===== src/rtl/refmem_access_ctrl_if.sv =====
// Purpose: bundles the burst-read, single-write and RAM-pin signals of the reference-position RAM controller.
// Latency: wires only, no storage.
// Backpressure: writes stall on wr_ready; burst reads are flow-controlled by rd_busy/rd_done.
// Ports (slave = controller view):
//   rd_start/rd_base_addr/rd_count in, rd_busy/rd_done/rd_data/rd_data_valid/rd_data_last out
//   wr_valid/wr_addr/wr_data in, wr_ready out
//   mem_address/mem_data/mem_rden/mem_wren out, mem_q in
interface refmem_access_ctrl_if #(
    parameter int ADDR_WIDTH = 9
);
    logic                  rd_start;
    logic [ADDR_WIDTH-1:0] rd_base_addr;
    logic [ADDR_WIDTH:0]   rd_count;
    logic                  rd_busy;
    logic                  rd_done;
    logic [31:0]           rd_data;
    logic                  rd_data_valid;
    logic                  rd_data_last;
    logic                  wr_valid;
    logic [ADDR_WIDTH-1:0] wr_addr;
    logic [31:0]           wr_data;
    logic                  wr_ready;
    logic [ADDR_WIDTH-1:0] mem_address;
    logic [31:0]           mem_data;
    logic                  mem_rden;
    logic                  mem_wren;
    logic [31:0]           mem_q;

    modport slave (
        input  rd_start, rd_base_addr, rd_count, wr_valid, wr_addr, wr_data, mem_q,
        output rd_busy, rd_done, rd_data, rd_data_valid, rd_data_last, wr_ready,
               mem_address, mem_data, mem_rden, mem_wren
    );

    modport master (
        output rd_start, rd_base_addr, rd_count, wr_valid, wr_addr, wr_data, mem_q,
        input  rd_busy, rd_done, rd_data, rd_data_valid, rd_data_last, wr_ready,
               mem_address, mem_data, mem_rden, mem_wren
    );
endinterface


===== src/rtl/refmem_access_ctrl.sv =====
// Purpose: shares one single-port reference-position RAM between a burst reader and a single-word writer.
// Latency: grant -> mem_* pins 1 cycle; mem_rden -> rd_data_valid READ_LATENCY cycles; last valid -> rd_done 1 cycle.
// Backpressure: wr_ready drops only while issuing reads after MAX_STALL back-to-back writes; rd_start ignored while busy or on rd_done.
// Ports: clock, rst_n (async active-low) plus bus (refmem_access_ctrl_if.slave) carrying the
//        burst-read request/response, the write request/ready and the RAM address/data/rden/wren/q pins.
module refmem_access_ctrl #(
    parameter int DEPTH        = 512,
    parameter int ADDR_WIDTH   = 9,
    parameter int READ_LATENCY = 2,
    parameter int MAX_STALL    = 4
) (
    input  logic                 clock,
    input  logic                 rst_n,
    refmem_access_ctrl_if.slave  bus
);
    localparam int SW = $clog2(MAX_STALL + 1);
    localparam logic [ADDR_WIDTH-1:0] LAST_ADDR = ADDR_WIDTH'(DEPTH - 1);
    localparam logic [ADDR_WIDTH:0]   ONE_LEFT  = (ADDR_WIDTH + 1)'(1);

    typedef enum logic [1:0] {
        S_IDLE  = 2'd0,
        S_ISSUE = 2'd1,
        S_DRAIN = 2'd2
    } state_t;

    state_t                  r_state;
    state_t                  w_state_nxt;
    logic [ADDR_WIDTH-1:0]   r_rd_addr;
    logic [ADDR_WIDTH:0]     r_remain;
    logic [SW-1:0]           r_stall;
    logic                    r_done;
    logic                    r_mem_rden;
    logic                    r_mem_wren;
    logic                    r_mem_last;
    logic [ADDR_WIDTH-1:0]   r_mem_addr;
    logic [31:0]             r_mem_data;
    logic [READ_LATENCY-1:0] r_vld_pipe;
    logic [READ_LATENCY-1:0] r_last_pipe;

    logic w_wr_rdy;
    logic w_wr_fire;
    logic w_rd_fire;
    logic w_start_ok;
    logic w_start_zero;
    logic w_final_out;

    // Writes only lose arbitration while a burst is issuing and the stall budget is spent.
    assign w_wr_rdy    = (r_state != S_ISSUE) || (r_stall < SW'(MAX_STALL));
    assign w_wr_fire   = bus.wr_valid && w_wr_rdy;
    assign w_final_out = r_vld_pipe[READ_LATENCY-1] && r_last_pipe[READ_LATENCY-1];

    always_comb begin
        w_state_nxt  = r_state;
        w_rd_fire    = 1'b0;
        w_start_ok   = 1'b0;
        w_start_zero = 1'b0;
        case (r_state)
            S_IDLE: begin
                // r_done high means this is the rd_done cycle: a start here is dropped.
                if (bus.rd_start && !r_done) begin
                    if (bus.rd_count == '0) begin
                        w_start_zero = 1'b1;
                    end else begin
                        w_start_ok  = 1'b1;
                        w_state_nxt = S_ISSUE;
                    end
                end
            end
            S_ISSUE: begin
                if (!w_wr_fire) begin
                    w_rd_fire = 1'b1;
                    if (r_remain == ONE_LEFT) begin
                        w_state_nxt = S_DRAIN;
                    end
                end
            end
            S_DRAIN: begin
                if (w_final_out) begin
                    w_state_nxt = S_IDLE;
                end
            end
            default: w_state_nxt = S_IDLE;
        endcase
    end

    always_ff @(posedge clock or negedge rst_n) begin
        if (!rst_n) begin
            r_state <= S_IDLE;
        end else begin
            r_state <= w_state_nxt;
        end
    end

    always_ff @(posedge clock or negedge rst_n) begin
        if (!rst_n) begin
            r_rd_addr   <= '0;
            r_remain    <= '0;
            r_stall     <= '0;
            r_done      <= 1'b0;
            r_mem_rden  <= 1'b0;
            r_mem_wren  <= 1'b0;
            r_mem_last  <= 1'b0;
            r_mem_addr  <= '0;
            r_mem_data  <= '0;
            r_vld_pipe  <= '0;
            r_last_pipe <= '0;
        end else begin
            r_done <= w_start_zero || ((r_state == S_DRAIN) && w_final_out);

            if (w_start_ok) begin
                r_rd_addr <= bus.rd_base_addr;
                r_remain  <= bus.rd_count;
                r_stall   <= '0;
            end else if (w_rd_fire) begin
                // Wrap at DEPTH-1 rather than at the address-width boundary.
                r_rd_addr <= (r_rd_addr == LAST_ADDR) ? '0 : r_rd_addr + ADDR_WIDTH'(1);
                r_remain  <= r_remain - ONE_LEFT;
                r_stall   <= '0;
            end else if (w_wr_fire && (r_state == S_ISSUE)) begin
                r_stall <= r_stall + SW'(1);
            end

            r_mem_rden <= w_rd_fire;
            r_mem_wren <= w_wr_fire;
            r_mem_last <= w_rd_fire && (r_remain == ONE_LEFT);
            if (w_wr_fire) begin
                r_mem_addr <= bus.wr_addr;
                r_mem_data <= bus.wr_data;
            end else if (w_rd_fire) begin
                r_mem_addr <= r_rd_addr;
            end

            // Valid/last tags travel alongside the RAM's own read latency.
            r_vld_pipe[0]  <= r_mem_rden;
            r_last_pipe[0] <= r_mem_rden && r_mem_last;
            for (int i = 1; i < READ_LATENCY; i++) begin
                r_vld_pipe[i]  <= r_vld_pipe[i-1];
                r_last_pipe[i] <= r_last_pipe[i-1];
            end
        end
    end

    assign bus.rd_busy       = (r_state != S_IDLE);
    assign bus.rd_done       = r_done;
    assign bus.rd_data       = bus.mem_q;
    assign bus.rd_data_valid = r_vld_pipe[READ_LATENCY-1];
    assign bus.rd_data_last  = w_final_out;
    assign bus.wr_ready      = w_wr_rdy;
    assign bus.mem_address   = r_mem_addr;
    assign bus.mem_data      = r_mem_data;
    assign bus.mem_rden      = r_mem_rden;
    assign bus.mem_wren      = r_mem_wren;
endmodule

===== src/flat_wrapper.sv =====
// flat-port wrapper written by rule: the top's interface ports become plain ports
module refmem_access_ctrl_flat 
#(
    parameter int DEPTH        = 512,
    parameter int ADDR_WIDTH   = 9,
    parameter int READ_LATENCY = 2,
    parameter int MAX_STALL    = 4
)
  (clock, rst_n, bus_rd_start, bus_rd_base_addr, bus_rd_count, bus_wr_valid, bus_wr_addr, bus_wr_data, bus_mem_q, bus_rd_busy, bus_rd_done, bus_rd_data, bus_rd_data_valid, bus_rd_data_last, bus_wr_ready, bus_mem_address, bus_mem_data, bus_mem_rden, bus_mem_wren);
  refmem_access_ctrl_if #(.ADDR_WIDTH(ADDR_WIDTH)) bus_i ();
  input  logic clock;
  input  logic rst_n;
  input wire logic [$bits(bus_i.rd_start)-1:0] bus_rd_start;
  input wire logic [$bits(bus_i.rd_base_addr)-1:0] bus_rd_base_addr;
  input wire logic [$bits(bus_i.rd_count)-1:0] bus_rd_count;
  input wire logic [$bits(bus_i.wr_valid)-1:0] bus_wr_valid;
  input wire logic [$bits(bus_i.wr_addr)-1:0] bus_wr_addr;
  input wire logic [$bits(bus_i.wr_data)-1:0] bus_wr_data;
  input wire logic [$bits(bus_i.mem_q)-1:0] bus_mem_q;
  output wire logic [$bits(bus_i.rd_busy)-1:0] bus_rd_busy;
  output wire logic [$bits(bus_i.rd_done)-1:0] bus_rd_done;
  output wire logic [$bits(bus_i.rd_data)-1:0] bus_rd_data;
  output wire logic [$bits(bus_i.rd_data_valid)-1:0] bus_rd_data_valid;
  output wire logic [$bits(bus_i.rd_data_last)-1:0] bus_rd_data_last;
  output wire logic [$bits(bus_i.wr_ready)-1:0] bus_wr_ready;
  output wire logic [$bits(bus_i.mem_address)-1:0] bus_mem_address;
  output wire logic [$bits(bus_i.mem_data)-1:0] bus_mem_data;
  output wire logic [$bits(bus_i.mem_rden)-1:0] bus_mem_rden;
  output wire logic [$bits(bus_i.mem_wren)-1:0] bus_mem_wren;
  assign bus_i.rd_start = bus_rd_start;
  assign bus_i.rd_base_addr = bus_rd_base_addr;
  assign bus_i.rd_count = bus_rd_count;
  assign bus_i.wr_valid = bus_wr_valid;
  assign bus_i.wr_addr = bus_wr_addr;
  assign bus_i.wr_data = bus_wr_data;
  assign bus_i.mem_q = bus_mem_q;
  assign bus_rd_busy = bus_i.rd_busy;
  assign bus_rd_done = bus_i.rd_done;
  assign bus_rd_data = bus_i.rd_data;
  assign bus_rd_data_valid = bus_i.rd_data_valid;
  assign bus_rd_data_last = bus_i.rd_data_last;
  assign bus_wr_ready = bus_i.wr_ready;
  assign bus_mem_address = bus_i.mem_address;
  assign bus_mem_data = bus_i.mem_data;
  assign bus_mem_rden = bus_i.mem_rden;
  assign bus_mem_wren = bus_i.mem_wren;
  refmem_access_ctrl #(.DEPTH(DEPTH), .ADDR_WIDTH(ADDR_WIDTH), .READ_LATENCY(READ_LATENCY), .MAX_STALL(MAX_STALL)) u_core (.clock(clock), .rst_n(rst_n), .bus(bus_i));
endmodule

===== config.mk =====
export PLATFORM = sky130hd
export DESIGN_NAME = refmem_access_ctrl_flat
export DESIGN_NICKNAME = d
export VERILOG_FILES = /design/src/rtl/refmem_access_ctrl_if.sv /design/src/rtl/refmem_access_ctrl.sv /design/src/flat_wrapper.sv
export SDC_FILE = /design/constraint.sdc
export NUM_CORES = 1
export LEC_CHECK = 0
export ABC_AREA = 1
export BUFFER_PORTS_ARGS = -buffer_cell sky130_fd_sc_hd__buf_4
export CAP_MARGIN = 20
export CELL_PAD_IN_SITES_DETAIL_PLACEMENT = 0
export CELL_PAD_IN_SITES_GLOBAL_PLACEMENT = 1
export CORE_MARGIN = 1
export CORE_UTILIZATION = 32
export CTS_CLUSTER_DIAMETER = 30
export CTS_CLUSTER_SIZE = 40
export DETAILED_ROUTE_END_ITERATION = 8
export PLACE_DENSITY_LB_ADDON = 0.1
export SLEW_MARGIN = 20
export SYNTH_ARGS = -nofsm -noshare
export SYNTH_HDL_FRONTEND = slang
export SYNTH_SLANG_ARGS = --single-unit

===== constraint.sdc =====
create_clock -name clock -period 1.9 [get_ports clock]
set_input_delay 0.38 -clock clock [delete_from_list [all_inputs] [get_ports clock]]
set_output_delay 0.38 -clock clock [all_outputs]
set_load 0.01 [all_outputs]

Word level (Yosys, flattened, before mapping) --
Cells that the tools add are included.
Word-level totals: bits of input ports 96, flip-flop bits (word level) 73, output and inout bits 80, logic and storage cells 67
Operators by class: reductions and logical operators 17, order comparisons 1, add/subtract/negate cells 3, muxes and demuxes 24, equal/unequal tests 10
Operators with widths (number):
- 2-to-1 mux 9 bit | 5
- 2-to-1 mux 10 bit | 2
- == test 10 x 1 -> 1 bit (second input constant) | 1
- zero test 10 bit | 1
- 2-to-1 mux 2 bit | 5
- subtractor 10 x 1 -> 10 bit (second input constant) | 1
- adder 9 x 1 -> 9 bit (second input constant) | 1
- == test 9 bit (second input constant) | 1
- 2-to-1 mux 3 bit | 3
- 2-to-1 mux 1 bit | 8
- inequality test 2 x 1 -> 1 bit (second input constant) | 4
- logical AND 1 bit | 7
- one-hot mux 2 bit (3 select lines) | 1
- nonzero test 2 bit | 3
- AND reduction 5 bit | 1
- inequality test 2 bit (second input constant) | 2
- adder 3 x 1 -> 3 bit (second input constant) | 1
- less-than comparator 3 bit (second input constant) | 1
- nonzero test 3 bit | 1
- == test 2 x 1 -> 1 bit (second input constant) | 1
- == test 2 bit (second input constant) | 1
- zero test 2 bit | 1
- logical OR 1 bit | 2
- zero test 1 bit | 1

Logic depth before layout (Yosys ltp) --
word-level depth 7, depth in mapped cells 11, gate-level depth less buffers 11

Least setup slack after synthesis --
Ideal clock, no wire load.
kind register -> register, start point reg u_core.r_rd_addr[0], end point reg u_core.r_rd_addr[0], path slack 0.210 ns, setup time 0.069 ns, arrival 1.621 ns, data required time 1.831 ns, clock period less this slack 1.690 ns, cell stages (with the launch flop) 11, cell sequence dfrtp_1 ha_1 nand3_1 nor2_1 nand2_1 nor3_1 ha_1 inv_1 nand4_1 or2_2 nand3_1
On the way: cells in the longest elaborated chain, start to end 4
Ends and longest elaborated chain:
- from (decl) | RTL line refmem_access_ctrl.sv:28 | logic [ADDR_WIDTH-1:0] r_rd_addr;
- from (signal assigned) | RTL line refmem_access_ctrl.sv:111 | r_rd_addr <= bus.rd_base_addr;
- from (signal assigned) | RTL line refmem_access_ctrl.sv:116 | r_rd_addr <= (r_rd_addr == LAST_ADDR) ? '0 : r_rd_addr + ADDR_WIDTH'(1);
- adder 9 x 1 -> 9 bit / == test 9 bit (equally long branches) | RTL line refmem_access_ctrl.sv:116
- 2-to-1 mux 9 bit * | RTL line refmem_access_ctrl.sv:116
- 2-to-1 mux 9 bit * | RTL line refmem_access_ctrl.sv:114 | end else if (w_rd_fire) begin
- 2-to-1 mux 9 bit * | RTL line refmem_access_ctrl.sv:110 | if (w_start_ok) begin
Every way passes the cells marked *; elsewhere a longest branch is shown, timed or not. The select of a mux whose other input is x is not followed. A chain may end at the register's enable or synchronous reset.

Worst setup path after layout --
start point reg u_core.r_rd_addr[1], end point reg u_core.r_rd_addr[0]
On the way: cells in the longest elaborated chain, start to end 4
Ends and longest elaborated chain (RTL line):
- == test 9 bit | refmem_access_ctrl.sv:116
- 2-to-1 mux 9 bit | refmem_access_ctrl.sv:116
- 2-to-1 mux 9 bit | refmem_access_ctrl.sv:114
- 2-to-1 mux 9 bit | refmem_access_ctrl.sv:110
Every way passes these cells. The select of a mux whose other input is x is not followed.

==> out/metrics.csv <==
stage;metric;value;unit
floorplan;I/O pin total;176;
sta;Slew Limit Fails;0;
setup_path;CP startpoint kind;flip-flop;
global_routing;GRT Total Usage;16.55;%
clock_tree;CTS clk-pin slew, worst paths;80;ps
place;pre-CTS WS;165.0;ps
hold_path;HP Class;input port to flip-flop;
clock_tree;H-tree levels;3;
setup_path;CP Capture Type;flip-flop;
power;Sw Pwr;0.002187;W
global_routing;met1 GRT Util;22.78;%
clock_tree;clock root cell;clkbuf_8;
setup_path;Reg2Reg Setup Slack;170;ps
place;placed inst area;4408;sq um
layout;most frequent cells in the layout;nand2_1 (187), buf_4 (122), dfrtp_1 (73);
layout;share of layout cells above drive strength 1;27.73;%
routing;Pre-Repair DR Iteration Count;4;
global_routing;largest net degree at the start of global routing;46;
power;design internal power;0.003795;W
sta;Slew Limit Headroom;50.57;%
global_routing;met3 GRT Util;4.521;%
hold_path;hold depth;3;
routing;final wirelength;9.085;mm
routing;drt drc;0;
layout;n_diodes;0;
place;placed insts;664;
layout;area grow syn2layout;29.03;%
layout;leading cell type in the layout, fill and taps excluded;nand2_1;
synth;Avg Inst Size Synth;8.068;sq um
sta;fin crit share;91.06;%
global_routing;GRT busiest layer;met2;
clock_tree;clock latency on the worst-skew pair;350;ps
clock_tree;TritonCTS clock tree;done;
floorplan;chip width;108.0;um
power;Comb power frac;37.9;%
synth;Mapped Cells;446;
floorplan;Cell Rows;38;
power;pwr dens;1288;nW/um^2
layout;Non-Filler Instances;681;
sta;final setup vio count;0;
synth;Yosys reg bits;73;
place;Final GP Congestion;0.8080;
sta;Tmin final;1730;ps
place;placed wire-length estimate;6.623;mm
clock_tree;CTS Buffer Depth;2;
power;Clk pwr share;22.8;%
setup_path;Worst Path Max Fanout;3;
synth;Post-synth EDFFs;0;
synth;Distinct cells, synth;25;
layout;Fill cells;1112;
synth;Post-synth ARST share;100.0;%
outcome;outcome;finished, final reports clean;
clock_tree;post-CTS sizing;0;
global_routing;vias in the first global route;3041;
global_routing;GRT overflow;0;
power;sw frac;36.56;%
sta;Setup WS post-layout;169.8;ps
global_routing;antenna violations before repair;0;
global_routing;global-route wire length before repair;14.90;mm
synth;Synth Net Count;547;
clock_tree;CTS Buf Count;9;
synth;Seq/Total Area, Yosys;50.76;%
setup_path;Worst R2R Path Depth;10;
routing;DRT iter0 DRCs;195;
synth;Synth Warn #;0;
routing;remaining antenna violation count;0;
setup_path;kind of critical path;flip-flop to flip-flop;
floorplan;Die Y;108.0;um
sta;Fin. Hold Viols;0;
floorplan;Starting Density;33.05;%
sta;Fin Setup TNS;0;ps
clock_tree;clk sinks;73;
synth;synthesized cell area;3598;sq um
run;Max Cap Viol;0;
layout;nets;638;
routing;Vias/cell;4.496;
routing;Vias;3062;
layout;Util after Layout;42.65;%
sta;Slew @ Worst Pin;740.4;ps
global_routing;met2 usage;24.29;%
floorplan;die footprint;11670;sq um
power;Sequential Power Share;39.3;%
sta;RSZ-0062 raised after global routing;no;
floorplan;core footprint;10890;sq um
setup_path;CP required;2190;ps
sta;Highest Clock Rate;578.0;MHz
layout;final instance area;4643;sq um
synth;ys flop type;dfrtp_1;
power;Static Leak;2.483;nW
setup_path;CP arrival;2020;ps
place;IO Port Bufs;111;
sta;Max Clock Skew;7.398;ps
power;IR drop worst, VDD;0.0003982;V
routing;WL/cell;13.34;um
[critical path, stage by stage (launching register included)]
cell and delay [ps]:
dfrtp_1 410, ha_1 220, nand3_1 120, nor2_1 60, nand2_1 70, nor3_1 50
ha_1 170, inv_1 70, nand4_1 120, or2_2 300, nand3_1 90
[metrics by stage]
stage,hold WS (ps),total power (W)
global placement,267.1,0.004647
global route,212.6,0.006483
floorplan,84.41,0.003733
detailed placement,264.7,0.004667
CTS,201.1,0.006054
finish,215.4,0.005982
[power by group through the flow]
stage / Clock (W) / Combinational, W / Sequential [W]
finish: 0.00136 / 0.00227 / 0.00235
floorplan: 0 / 0.00128 / 0.00245
global placement: 0 / 0.00228 / 0.00237
CTS: 0.00141 / 0.00229 / 0.00236
global route: 0.00147 / 0.00259 / 0.00242
detailed placement: 0 / 0.00228 / 0.00238
[cell families after synthesis]
logic type,Yosys count,synth area share (%)
AOI/OAI and AO/OA,15,2.816
and+or+nand+nor,272,31.22
xor gates and xnor gates,7,1.704
DFF,73,50.76
adders and majority gates,5,1.739
buffers and inverters,74,11.75
[synth_stat cells (2+ instances only)]
cell | instances | area share (%)
dfrtp_1 | 73 | 51
nand2_1 | 187 | 20
nor3_1 | 3 | 0.42
inv_2 | 2 | 0.21
nand3_1 | 45 | 6.3
a21oi_1 | 3 | 0.42
o211ai_1 | 4 | 0.83
nand4_1 | 8 | 1.4
xnor2_1 | 2 | 0.49
buf_2 | 11 | 1.5
or2_2 | 5 | 0.87
nor2_1 | 20 | 2.1
xor2_1 | 5 | 1.2
ha_1 | 5 | 1.7
inv_1 | 27 | 2.8
o21ai_0 | 4 | 0.56
buf_4 | 33 | 6.9
nor2_2 | 2 | 0.35
[path summary, 6_finish.rpt]
check                                           from                   endpoint
worst max-delay path             u_core.r_rd_addr[1]        u_core.r_rd_addr[0]
worst min register to register  u_core.r_vld_pipe[0]       u_core.r_vld_pipe[1]
worst max register to register   u_core.r_rd_addr[1]        u_core.r_rd_addr[0]
worst min-delay path                 bus_wr_data[29]    u_core.bus.mem_data[29]
min in group asynchronous                      rst_n         u_core.bus.rd_done
max in group asynchronous                      rst_n  u_core.bus.mem_address[5]
[layout make-up]
| type | count | area (sq um) | area share, % |
|---|---|---|---|
| multi-input cells | 299 | 1349 | 29.05 |
| flip-flops and latches | 73 | 1827 | 39.34 |
| clock inverters | 5 | 80.08 | 1.725 |
| inverters | 29 | 108.9 | 2.344 |
| well taps | 140 | 175.2 | 3.773 |
| clock buffers | 10 | 137.6 | 2.964 |
| repair buffers | 125 | 965.9 | 20.80 |
[routing by layer]
metal	share of wire [%]	routed length, um
met5	0	0
met4	1.4	123
met3	6.9	628
met2	44	4023
met1	47	4309
[flip-flops by register name, indices dropped and copies added, names as in the netlist]
name and cells:
u_core.bus.mem_wren 1, u_core.bus.rd_done 1, u_core.r_mem_last 1, u_core.bus.mem_data 32, u_core.bus.mem_address 9, u_core.r_vld_pipe 2, u_core.r_rd_addr 9, u_core.r_last_pipe 2
u_core.bus.mem_rden 1, u_core.r_state 2, u_core.r_stall 3, u_core.r_remain 10
[timing repair]
item	in CTS	in global routing
endpoints found under the setup margin	0	1
hold buffers	1	0
buffers inserted	0	1
hold endpoints to repair	15	0
Note: power is estimated with default switching activity, not from simulation.
